==> src/rtl/opsum_pkg.sv <==
// Shared definitions for the pointwise opsum drain path.
// Contents:
//   drain_state_e  - controller states (IDLE, FILL, DRAIN, DONE)
//   ROW_NUM        - rows in the opsum buffer
//   OPSUM_DEPTH    - reducer stores per fill round (each row is 4 x 16 bit)
//   WORDS_PER_ROW  - 32-bit GLB words produced per buffer row
//   GLB_WORD_BYTES - byte stride between consecutive GLB words
//   clamp_rows()   - maps an out-of-range row count onto the full array
package opsum_pkg;

    localparam int unsigned ROW_NUM        = 32;
    localparam int unsigned OPSUM_DEPTH    = 4;
    localparam int unsigned WORDS_PER_ROW  = 2;
    localparam int unsigned GLB_WORD_BYTES = 4;

    typedef enum logic [1:0] {
        IDLE,
        FILL,
        DRAIN,
        DONE
    } drain_state_e;

    // A row count of 0 or anything above the array size means "use every row".
    function automatic logic [5:0] clamp_rows(input logic [5:0] rows);
        if (rows == 6'd0 || rows > 6'(ROW_NUM)) begin
            return 6'(ROW_NUM);
        end
        return rows;
    endfunction

endpackage

==> src/rtl/opsum_drain_ctrl_if.sv <==
// Handshake bundle between the drain controller, the reducer and the GLB write port.
// Signals:
//   red_valid     - reducer presents an opsum vector
//   red_ready     - controller accepts the reducer vector
//   store_opsum_f - buffer store strobe (red_valid & red_ready)
//   valid_op      - buffer word valid toward the GLB
//   ready_op      - GLB accepts the word
//   word_idx      - buffer word select
//   glb_addr      - GLB byte address of the current word
// Modports: master = controller side, slave = reducer/buffer/GLB side.
interface opsum_drain_ctrl_if #(
    parameter int unsigned ADDR_W = 32
);

    logic              red_valid;
    logic              red_ready;
    logic              store_opsum_f;
    logic              valid_op;
    logic              ready_op;
    logic [5:0]        word_idx;
    logic [ADDR_W-1:0] glb_addr;

    modport master (
        input  red_valid,
        input  ready_op,
        output red_ready,
        output store_opsum_f,
        output valid_op,
        output word_idx,
        output glb_addr
    );

    modport slave (
        output red_valid,
        output ready_op,
        input  red_ready,
        input  store_opsum_f,
        input  valid_op,
        input  word_idx,
        input  glb_addr
    );

endinterface

==> src/rtl/opsum_addr_gen.sv <==
// Word index and GLB address generator for the opsum drain.
// Ports:
//   clk, reset - clock and synchronous active-high reset
//   load       - restart: word_idx <= 0, addr_ptr <= load_addr
//   load_addr  - base byte address for a new operation
//   advance    - one word accepted by the GLB
//   wrap       - the accepted word is the last of the round; word_idx returns to 0
//   word_idx   - current buffer word select
//   addr_ptr   - current GLB byte address
module opsum_addr_gen
    import opsum_pkg::*;
#(
    parameter int unsigned ADDR_W = 32
) (
    input  logic              clk,
    input  logic              reset,
    input  logic              load,
    input  logic [ADDR_W-1:0] load_addr,
    input  logic              advance,
    input  logic              wrap,
    output logic [5:0]        word_idx,
    output logic [ADDR_W-1:0] addr_ptr
);

    logic [5:0]        word_idx_q;
    logic [ADDR_W-1:0] addr_ptr_q;

    // addr_ptr is never cleared on wrap, so successive rounds land back to back in the GLB;
    // overflow simply wraps modulo 2^ADDR_W.
    always_ff @(posedge clk) begin
        if (reset) begin
            word_idx_q <= '0;
            addr_ptr_q <= '0;
        end else if (load) begin
            word_idx_q <= '0;
            addr_ptr_q <= load_addr;
        end else if (advance) begin
            word_idx_q <= wrap ? 6'd0 : word_idx_q + 6'd1;
            addr_ptr_q <= addr_ptr_q + ADDR_W'(GLB_WORD_BYTES);
        end
    end

    assign word_idx = word_idx_q;
    assign addr_ptr = addr_ptr_q;

endmodule

==> src/rtl/opsum_drain_ctrl.sv <==
// Pointwise opsum buffer sequencer. Accepts OPSUM_DEPTH reducer stores per round, then drains
// 2*rows 32-bit words to the GLB one per handshake, repeating for cfg_groups rounds.
// Ports:
//   clk, reset    - clock and synchronous active-high reset
//   start         - one-cycle pulse; latches config and begins (ignored unless idle)
//   cfg_rows      - active rows 1..32 (0 or >32 means 32)
//   cfg_groups    - number of fill/drain rounds (0 completes immediately)
//   cfg_base_addr - GLB byte address of the first drained word
//   bus           - reducer and GLB handshakes, word select and address (master side)
//   busy          - high whenever not idle
//   done          - one-cycle completion pulse
module opsum_drain_ctrl
    import opsum_pkg::*;
#(
    parameter int unsigned ADDR_W = 32,
    parameter int unsigned GRP_W  = 16
) (
    input  logic               clk,
    input  logic               reset,
    input  logic               start,
    input  logic [5:0]         cfg_rows,
    input  logic [GRP_W-1:0]   cfg_groups,
    input  logic [ADDR_W-1:0]  cfg_base_addr,
    opsum_drain_ctrl_if.master bus,
    output logic               busy,
    output logic               done
);

    localparam int unsigned FillW = $clog2(OPSUM_DEPTH);

    drain_state_e state_q, state_d;

    logic [5:0]       rows_q;
    logic [GRP_W-1:0] groups_q;
    logic [FillW-1:0] fill_cnt_q;
    logic [GRP_W-1:0] grp_cnt_q;

    logic              red_ready;
    logic              valid_op;
    logic              store;
    logic              handshake;
    logic              start_acc;
    logic              fill_last;
    logic              word_last;
    logic              round_end;
    logic              grp_last;
    logic [6:0]        last_word;
    logic [5:0]        word_idx;
    logic [ADDR_W-1:0] addr_ptr;

    // 2*rows needs 7 bits (64 for a full array); the last index itself fits in 6.
    assign last_word = 7'(rows_q) * 7'(WORDS_PER_ROW) - 7'd1;

    assign start_acc = (state_q == IDLE) && start;
    assign store     = bus.red_valid && red_ready;
    assign handshake = valid_op && bus.ready_op;
    assign fill_last = store && (fill_cnt_q == FillW'(OPSUM_DEPTH - 1));
    assign word_last = ({1'b0, word_idx} == last_word);
    assign round_end = handshake && word_last;
    assign grp_last  = (grp_cnt_q == groups_q - GRP_W'(1));

    // State register
    always_ff @(posedge clk) begin
        if (reset) begin
            state_q <= IDLE;
        end else begin
            state_q <= state_d;
        end
    end

    // Next-state logic
    always_comb begin
        state_d = state_q;
        unique case (state_q)
            IDLE: begin
                if (start) begin
                    state_d = (cfg_groups == '0) ? DONE : FILL;
                end
            end
            FILL: begin
                if (fill_last) begin
                    state_d = DRAIN;
                end
            end
            DRAIN: begin
                if (round_end) begin
                    state_d = grp_last ? DONE : FILL;
                end
            end
            DONE: begin
                state_d = IDLE;
            end
            default: begin
                state_d = IDLE;
            end
        endcase
    end

    // Output logic
    always_comb begin
        red_ready = 1'b0;
        valid_op  = 1'b0;
        busy      = 1'b1;
        done      = 1'b0;
        unique case (state_q)
            IDLE:    busy      = 1'b0;
            FILL:    red_ready = 1'b1;
            DRAIN:   valid_op  = 1'b1;
            DONE:    done      = 1'b1;
            default: busy      = 1'b0;
        endcase
    end

    // Latched configuration plus fill and round counters
    always_ff @(posedge clk) begin
        if (reset) begin
            rows_q     <= '0;
            groups_q   <= '0;
            fill_cnt_q <= '0;
            grp_cnt_q  <= '0;
        end else begin
            if (start_acc) begin
                rows_q     <= clamp_rows(cfg_rows);
                groups_q   <= cfg_groups;
                fill_cnt_q <= '0;
                grp_cnt_q  <= '0;
            end
            if (store) begin
                fill_cnt_q <= fill_last ? '0 : fill_cnt_q + FillW'(1);
            end
            if (round_end) begin
                grp_cnt_q <= grp_cnt_q + GRP_W'(1);
            end
        end
    end

    opsum_addr_gen #(
        .ADDR_W (ADDR_W)
    ) u_addr_gen (
        .clk       (clk),
        .reset     (reset),
        .load      (start_acc),
        .load_addr (cfg_base_addr),
        .advance   (handshake),
        .wrap      (word_last),
        .word_idx  (word_idx),
        .addr_ptr  (addr_ptr)
    );

    assign bus.red_ready     = red_ready;
    assign bus.store_opsum_f = store;
    assign bus.valid_op      = valid_op;
    assign bus.word_idx      = word_idx;
    assign bus.glb_addr      = addr_ptr;

endmodule

==> src/flat_wrapper.sv <==
// flat-port wrapper written by rule: the top's interface ports become plain ports
module opsum_drain_ctrl_flat import opsum_pkg::*;
#(
    parameter int unsigned ADDR_W = 32,
    parameter int unsigned GRP_W  = 16
)
  (clk, reset, start, cfg_rows, cfg_groups, cfg_base_addr, busy, done, bus_red_valid, bus_ready_op, bus_red_ready, bus_store_opsum_f, bus_valid_op, bus_word_idx, bus_glb_addr);
  opsum_drain_ctrl_if #(.ADDR_W(ADDR_W)) bus_i ();
  input  logic clk;
  input  logic reset;
  input  logic start;
  input  logic [5:0] cfg_rows;
  input  logic [GRP_W-1:0] cfg_groups;
  input  logic [ADDR_W-1:0] cfg_base_addr;
  output logic busy;
  output logic done;
  input wire logic [$bits(bus_i.red_valid)-1:0] bus_red_valid;
  input wire logic [$bits(bus_i.ready_op)-1:0] bus_ready_op;
  output wire logic [$bits(bus_i.red_ready)-1:0] bus_red_ready;
  output wire logic [$bits(bus_i.store_opsum_f)-1:0] bus_store_opsum_f;
  output wire logic [$bits(bus_i.valid_op)-1:0] bus_valid_op;
  output wire logic [$bits(bus_i.word_idx)-1:0] bus_word_idx;
  output wire logic [$bits(bus_i.glb_addr)-1:0] bus_glb_addr;
  assign bus_i.red_valid = bus_red_valid;
  assign bus_i.ready_op = bus_ready_op;
  assign bus_red_ready = bus_i.red_ready;
  assign bus_store_opsum_f = bus_i.store_opsum_f;
  assign bus_valid_op = bus_i.valid_op;
  assign bus_word_idx = bus_i.word_idx;
  assign bus_glb_addr = bus_i.glb_addr;
  opsum_drain_ctrl #(.ADDR_W(ADDR_W), .GRP_W(GRP_W)) u_core (.clk(clk), .reset(reset), .start(start), .cfg_rows(cfg_rows), .cfg_groups(cfg_groups), .cfg_base_addr(cfg_base_addr), .bus(bus_i), .busy(busy), .done(done));
endmodule
==> config.mk <==
export PLATFORM = sky130hd
export DESIGN_NAME = opsum_drain_ctrl_flat
export DESIGN_NICKNAME = d
export VERILOG_FILES = /design/src/rtl/opsum_pkg.sv /design/src/rtl/opsum_drain_ctrl_if.sv /design/src/rtl/opsum_addr_gen.sv /design/src/rtl/opsum_drain_ctrl.sv /design/src/flat_wrapper.sv
export SDC_FILE = /design/constraint.sdc
export NUM_CORES = 1
export LEC_CHECK = 0
export ABC_CLOCK_PERIOD_IN_PS = 5600
export CAP_MARGIN = 20
export CORE_AREA = 2 2 117 119
export DETAILED_ROUTE_END_ITERATION = 12
export DIE_AREA = 0 0 119 121
export GPL_ROUTABILITY_DRIVEN = 0
export PLACE_DENSITY_LB_ADDON = 0.2
export SKIP_LAST_GASP = 1
export SYNTH_ARGS = -nofsm -noshare
export SYNTH_HDL_FRONTEND = slang
export SYNTH_SLANG_ARGS = --single-unit
==> constraint.sdc <==
create_clock -name clk -period 5.6 [get_ports clk]
set_input_delay 0.84 -clock clk [delete_from_list [all_inputs] [get_ports clk]]
set_output_delay 0.84 -clock clk [all_outputs]
set_load 0.02 [all_outputs]
# ---- Word level (Yosys, flattened, before mapping)
# Cells that the tools add are included.
dict set report op_classes {
  add_sub_neg 6
  n_mul 0
  div_mod_pow 0
  n_lt_le_gt_ge 1
  eq_ne 9
  shifts 0
  n_mux 23
  bitwise 0
  reduce_logical 14
}
# operator n
set op_table {}
lappend op_table {{$mux W32} 2}
lappend op_table {{$add A32 B3 Y32 const B} 1}
lappend op_table {{$mux W16} 2}
lappend op_table {{$mux W6} 3}
lappend op_table {{$add A16 B1 Y16 const B} 1}
lappend op_table {{$eq A16 B16 Y1} 1}
lappend op_table {{$logic_not A16 Y1} 1}
lappend op_table {{$mux W2} 8}
lappend op_table {{$sub A16 B1 Y16 const B} 1}
lappend op_table {{$pmux W2 S4} 1}
lappend op_table {{$eq A6 B7 Y1} 1}
lappend op_table {{$mux W1} 7}
lappend op_table {{$sub A7 B1 Y7 const B} 1}
lappend op_table {{$add A6 B1 Y6 const B} 1}
lappend op_table {{$eq A2 B2 Y1 const B} 3}
lappend op_table {{$gt A6 B6 Y1 const B} 1}
lappend op_table {{$logic_not A6 Y1} 1}
lappend op_table {{$reduce_bool A2 Y1} 3}
lappend op_table {{$logic_and A1 B1 Y1} 5}
lappend op_table {{$ne A2 B1 Y1 const B} 2}
lappend op_table {{$reduce_and A3 Y1} 1}
lappend op_table {{$add A2 B1 Y2 const B} 1}
lappend op_table {{$eq A2 B1 Y1 const B} 1}
lappend op_table {{$logic_not A2 Y1} 1}
lappend op_table {{3 further kinds} 3}
dict set report totals {
  register_bits 80
  latch_bits 0
  mem_bits_rw 0
  rom_bits 0
  inputBits 59
  output_inout_bits 43
  word_cells 60
  n_memories 0
}

# ---- Longest topological paths before layout
dict set report depth {
  word_depth 6
  ltp_mapped 9
}

# ---- By module
# From an unflattened synthesis, not the netlist that was laid out.
dict set report unflattened {
  hier_cells 592
  hier_area_um2 4747.1
}
# module n_inst cells_each area_per_inst_um2 seq_area_each_um2
set modules_own_cells {}
lappend modules_own_cells {opsum_drain_ctrl 1 340 2647.5 840.8}
lappend modules_own_cells {opsum_addr_gen 1 252 2099.5 760.7}

# ---- Least setup slack after synthesis
# OpenSTA, ideal clock, no wires.
dict set report synth_path {
  kind {in2reg}
  from {input port bus_ready_op}
  to {register u_core.grp_cnt_q[15]}
  setup_time_ps 70
  t_arrival_ps 2396
  t_required_ps 5530
  setup_slack_ps 3134
  cell_stages 8
  n_path_buf 2
  cell_sequence {and3b_1 -> buf_4 -> and4_1 -> nand4_2 -> or2_1 -> buf_6 -> or4_1 -> a21oi_1}
}
dict set report synth_between {
  elab_chain_len 3
}
# item line_no
set synth_lines {}
lappend synth_lines {{start, declared} flat_wrapper.sv:18} ;# input wire logic [$bits(bus_i.ready_op)-1:0] bus_ready_op;
lappend synth_lines {{$logic_and A1 B1 Y1 *} opsum_drain_ctrl.sv:56} ;# assign handshake = valid_op && bus.ready_op;
lappend synth_lines {{$logic_and A1 B1 Y1 *} opsum_drain_ctrl.sv:59} ;# assign round_end = handshake && word_last;
lappend synth_lines {{$mux W16 or $reduce_bool A2 Y1 (tied branches)} n/a}
lappend synth_lines {{end signal, assigned} opsum_drain_ctrl.sv:132} ;# grp_cnt_q <= grp_cnt_q + GRP_W'(1);
lappend synth_lines {{end, declared} opsum_drain_ctrl.sv:36} ;# logic [GRP_W-1:0] grp_cnt_q;
# Mark *: on every way between the ends. The rest lies on a longest branch, timed or not.
# A chain may end at the register's enable or synchronous reset.

# ---- Worst setup path in the final report
# Ends and elaborated chain as after synthesis.

==> out/metrics.sh <==
DETAIL_ROUTE.WIRELENGTH_UM=12700
VDD.IR_DROP.WORST_V=0.000133
ACHIEVABLE-FREQUENCY_MHz=291
DRIVE_GT1_SHARE_PCT=4.57
FLOORPLAN.ROWS=42
GRT_ANTENNA_BEFORE_REPAIR=0
DETAIL-ROUTE-ANTENNA-NETS=0
TIMING.CRITICAL_PATH.REQUIRED_PS=5860
DR_TOTAL_VIAS=4448
PLACE_INST=815
MULTIINPUTGATEAREA_UM2=2690
CP_MAX_FO=15
DIE_W_UM=119
FINALSETUPVIOLATIONS=0
START_UTIL_PCT=34.2
DIE_AREA_UM2=14400
SYNTH_LARGEST_TYPE_AREA_FRACTION_PCT=35.8
CLOCK_TREE.ROOT_CELL='sky130_fd_sc_hd__clkbuf_16'
CTS_HOLD_REPAIR.BUFFERS=0
POST_DRT_WL_PER_CELL_UM=15.2
PWR_DENSITY_CELL_nW_PER_UM2=269
GRT.TOTAL_USAGE_PCT=17.7
MAX-CAP-VIOLATIONS=0
TIMING_MAX_TRANSITION_VIOLATIONS_FINAL=0
VIAS_PER_CELL=5.35
PATH_DELAY_FAMILY='simple AND/OR/NAND/NOR gates'
SYNTHFLOPTYPE='sky130_fd_sc_hd__dfxtp_1'
POST-ROUTE-MIN-PERIOD_PS=3440
SYNTH.CELL_AREA_UM2=4470
CRITICAL_PATH_CELL_COUNT=7
FIN_SETUP_TNS_PS=0
INSERTION_DELAY_PS=340
CRIT_TYPE='input port to flip-flop'
FINALHOLDWORSTSLACK_PS=459
DETAIL_ROUTE.ITER0.VIOLATIONS=184
CRIT_PATH_CELL_TRACE='clkdlybuf4s50_1, and3b_1, and4_1, nand4_2, or2_1, or4_1, a21oi_1'
COREAREA_UM2=13100
LEAKAGEPOWER_nW=1.98
POST_SYNTH_NUM_CELL_TYPES=57
DESIGN_POWER_TOTAL_mW=1.59
REG2REG_DEPTH=8
SYNTH_EDF_COUNT=0
DP_HPWL_UM=9060
FLOORPLAN.DIE.HEIGHT_UM=121
GLOBALROUTE.TOTALOVERFLOW=0
SYNTHCELLS=568
PRE_CTS_WS_PS=1810
TIMING.CRITICAL_PATH.SLOWEST_CELL_DELAY_PS=610
RSZ_0062_RAISED_AFTER_GLOBAL_ROUTING='no'
SYNTH_SEQ_CELLS=80
POST_CTS.RESIZED_INSTANCES=0
CTS_BUFFER_DEPTH=2
TRITONCTS_BUFFER_COUNT=9
HOLDCRITPATHCLASS='flip-flop to flip-flop'
SYNTH_SEQUENTIAL_AREA_RATIO_PCT=35.8
FINISH.NET_COUNT=716
SYNTH_ASYNC_SR_FLOP_SHARE_PCT=0
MAXIMUM_NUMBER_OF_PINS_ON_ONE_NET_BEFORE_GLOBAL_ROUTE_REPAIR=77
CRIT_PATH_TOP_DELAY_CELL='sky130_fd_sc_hd__and3b_1'
FINAL.SETUP_SKEW_PS=5.20
SYNTH.NET_COUNT=633
FINAL_SETUP_SLACK_OF_THE_WORST_PATH_PS=2160
ARRIVAL_PS=3700
SETUP_REPAIR_BUFS_AFTER_CTS=0
TRITONCTS_NUM_SINKS=80
NETLIST_TOP_CELLS_AREA='sky130_fd_sc_hd__dfxtp_1 36%, sky130_fd_sc_hd__xor2_1 5.7%, sky130_fd_sc_hd__nand2_1 5.5%'
SYN_AREA_PER_CELL_UM2=7.88
YOSYS_WARNINGS=0
TIMING.FINAL.HOLD_VIOLATIONS=0
CTS.REPORTEDPATHS.CLKPINSLEW_PS=60
GRT_PASS1_VIAS=4360
AREA.GROWTH.SYNTH_TO_FINAL_PCT=32.0
TIMING.FINAL.CRIT_SHARE_PCT=61.4
NETLIST.TOP_CELL.BY_AREA='sky130_fd_sc_hd__dfxtp_1'
CTS_TREE='yes'
CRIT_PATH_START_KIND='input port'
SEQ_AREA_UM2=1600
FILLERS=1297
ROUTE.DETAILED.DRC=0
FINAL_STD_CELLS_W_O_FILL=832
NUM_ANTENNA_CELLS=0
WORSTMARGINPINSLEW_PS=1060
WORSTPATHBUFFERINVERTERCOUNT=1
TIMING.MAX_SLEW.REL_SLACK_PCT=28.9
IO-PIN-COUNT=102
HOLDPATHSTAGES=2
CTSHTREEMAXLEVEL=3
RUN_STATUS='finished clean'
PORTBUFFERS=101
DRT_PASS1_ITERATIONS=4
GRT_PASS1_WL_UM=20700
WORST_SETUP_PATH_END_KIND='flip-flop'
kinds of logic after synthesis:
kind of cell / synth area share [%]
multiplexers: 0.923
AO/OA/AOI/OAI: 17.1
flip-flops: 35.8
AND/OR/NAND/NOR: 30.6
buffers and inverters: 4.22
adder cells (fa/ha/maj): 1.68
XOR/XNOR: 9.59
sequential cells by signal (all words and copies together) (netlist names):
signal                      cells
u_core.state_q                  2
u_core.rows_q                   6
u_core.u_addr_gen.addr_ptr     32
u_core.fill_cnt_q               2
u_core.groups_q                16
u_core.u_addr_gen.word_idx      6
u_core.grp_cnt_q               16
through the flow:
step | util [%] | instance area (um^2)
after floorplan | - | 4470
after global placement | 42.7 | 5580
after detailed placement | 42.7 | 5580
after CTS | 45.0 | 5890
after global routing | 45.1 | 5900
final | 45.1 | 5900
cell usage in the layout, fill, tap and decap left out, types with 3 or more instances in the layout:
| cell | instances |
|---|---|
| sky130_fd_sc_hd__nor3_1 | 23 |
| sky130_fd_sc_hd__a211oi_1 | 29 |
| sky130_fd_sc_hd__xor2_1 | 29 |
| sky130_fd_sc_hd__o21ai_0 | 13 |
| sky130_fd_sc_hd__nor4_1 | 14 |
| sky130_fd_sc_hd__xnor2_1 | 20 |
| sky130_fd_sc_hd__or2_1 | 3 |
| sky130_fd_sc_hd__a21oi_1 | 40 |
| sky130_fd_sc_hd__or3_1 | 9 |
| sky130_fd_sc_hd__or4_1 | 8 |
| sky130_fd_sc_hd__nor2_1 | 58 |
| sky130_fd_sc_hd__nand4_1 | 15 |
| sky130_fd_sc_hd__dfxtp_1 | 80 |
| sky130_fd_sc_hd__nand3_1 | 26 |
| sky130_fd_sc_hd__a311oi_1 | 5 |
| sky130_fd_sc_hd__and2_1 | 4 |
| sky130_fd_sc_hd__nand3b_1 | 11 |
| sky130_fd_sc_hd__inv_1 | 15 |
| sky130_fd_sc_hd__clkdlybuf4s50_1 | 100 |
| sky130_fd_sc_hd__o311ai_0 | 5 |
| sky130_fd_sc_hd__nor2b_1 | 4 |
| sky130_fd_sc_hd__clkbuf_16 | 9 |
| sky130_fd_sc_hd__nand2_1 | 65 |
| sky130_fd_sc_hd__nand4b_1 | 3 |
| sky130_fd_sc_hd__mux2i_1 | 3 |
| sky130_fd_sc_hd__and3_1 | 9 |
| sky130_fd_sc_hd__ha_1 | 6 |
path summary, 6_finish.rpt:
kind | startpoint | endpoint | slack (ps)
worst max register to register | u_core.rows_q[0] | u_core.u_addr_gen.word_idx[1] | 2590
worst min register to register | u_core.u_addr_gen.addr_ptr[1] | u_core.u_addr_gen.addr_ptr[1] | 460
worst min-delay path | u_core.u_addr_gen.addr_ptr[1] | u_core.u_addr_gen.addr_ptr[1] | 460
worst max-delay path | bus_ready_op | u_core.grp_cnt_q[15] | 2160
synth_stat cells (15+ instances only):
library cell               number
sky130_fd_sc_hd__dfxtp_1       80
sky130_fd_sc_hd__nand2_1       66
sky130_fd_sc_hd__nor2_1        58
sky130_fd_sc_hd__a21oi_1       40
sky130_fd_sc_hd__a211oi_1      29
sky130_fd_sc_hd__xor2_1        29
sky130_fd_sc_hd__clkbuf_1      27
sky130_fd_sc_hd__nand3_1       26
sky130_fd_sc_hd__nor3_1        23
sky130_fd_sc_hd__xnor2_1       20
sky130_fd_sc_hd__inv_1         15
sky130_fd_sc_hd__nand4_1       15
metal layers:
layer | global-route usage, % | up-vias | wire length [um]
met2 | 30.5 | 108 | 6330
met3 | 5.87 | 10 | 886
met4 | 5.58 | 0 | 127
met5 | 0 | - | 0
li1 | - | 2223 | -
met1 | 20.8 | 2107 | 5330
worst min-delay path, cell delays in order, from the launching register on:
cell	delay (ps)
sky130_fd_sc_hd__dfxtp_1	310
sky130_fd_sc_hd__nand2_1	50
sky130_fd_sc_hd__a21oi_1	50
cell type report:
type                            instances  share of cell area, %
Multi-Input combinational cell        441                   45.5
Inverter                               15                  0.954
Tap cell                              176                   3.73
Clock inverter                          5                  0.933
Timing Repair Buffer                  104                   17.5
Clock buffer                           11                   4.28
Sequential cell                        80                   27.1
power breakdown:
group | leakage, nW | internal [mW] | switching, mW
Sequential | 0.655 | 0.606 | 0.0480
Clock | 0.148 | 0.368 | 0.238
Combinational | 1.18 | 0.157 | 0.171
Total | 1.98 | 1.13 | 0.457
(Power assumes the default switching activity.)
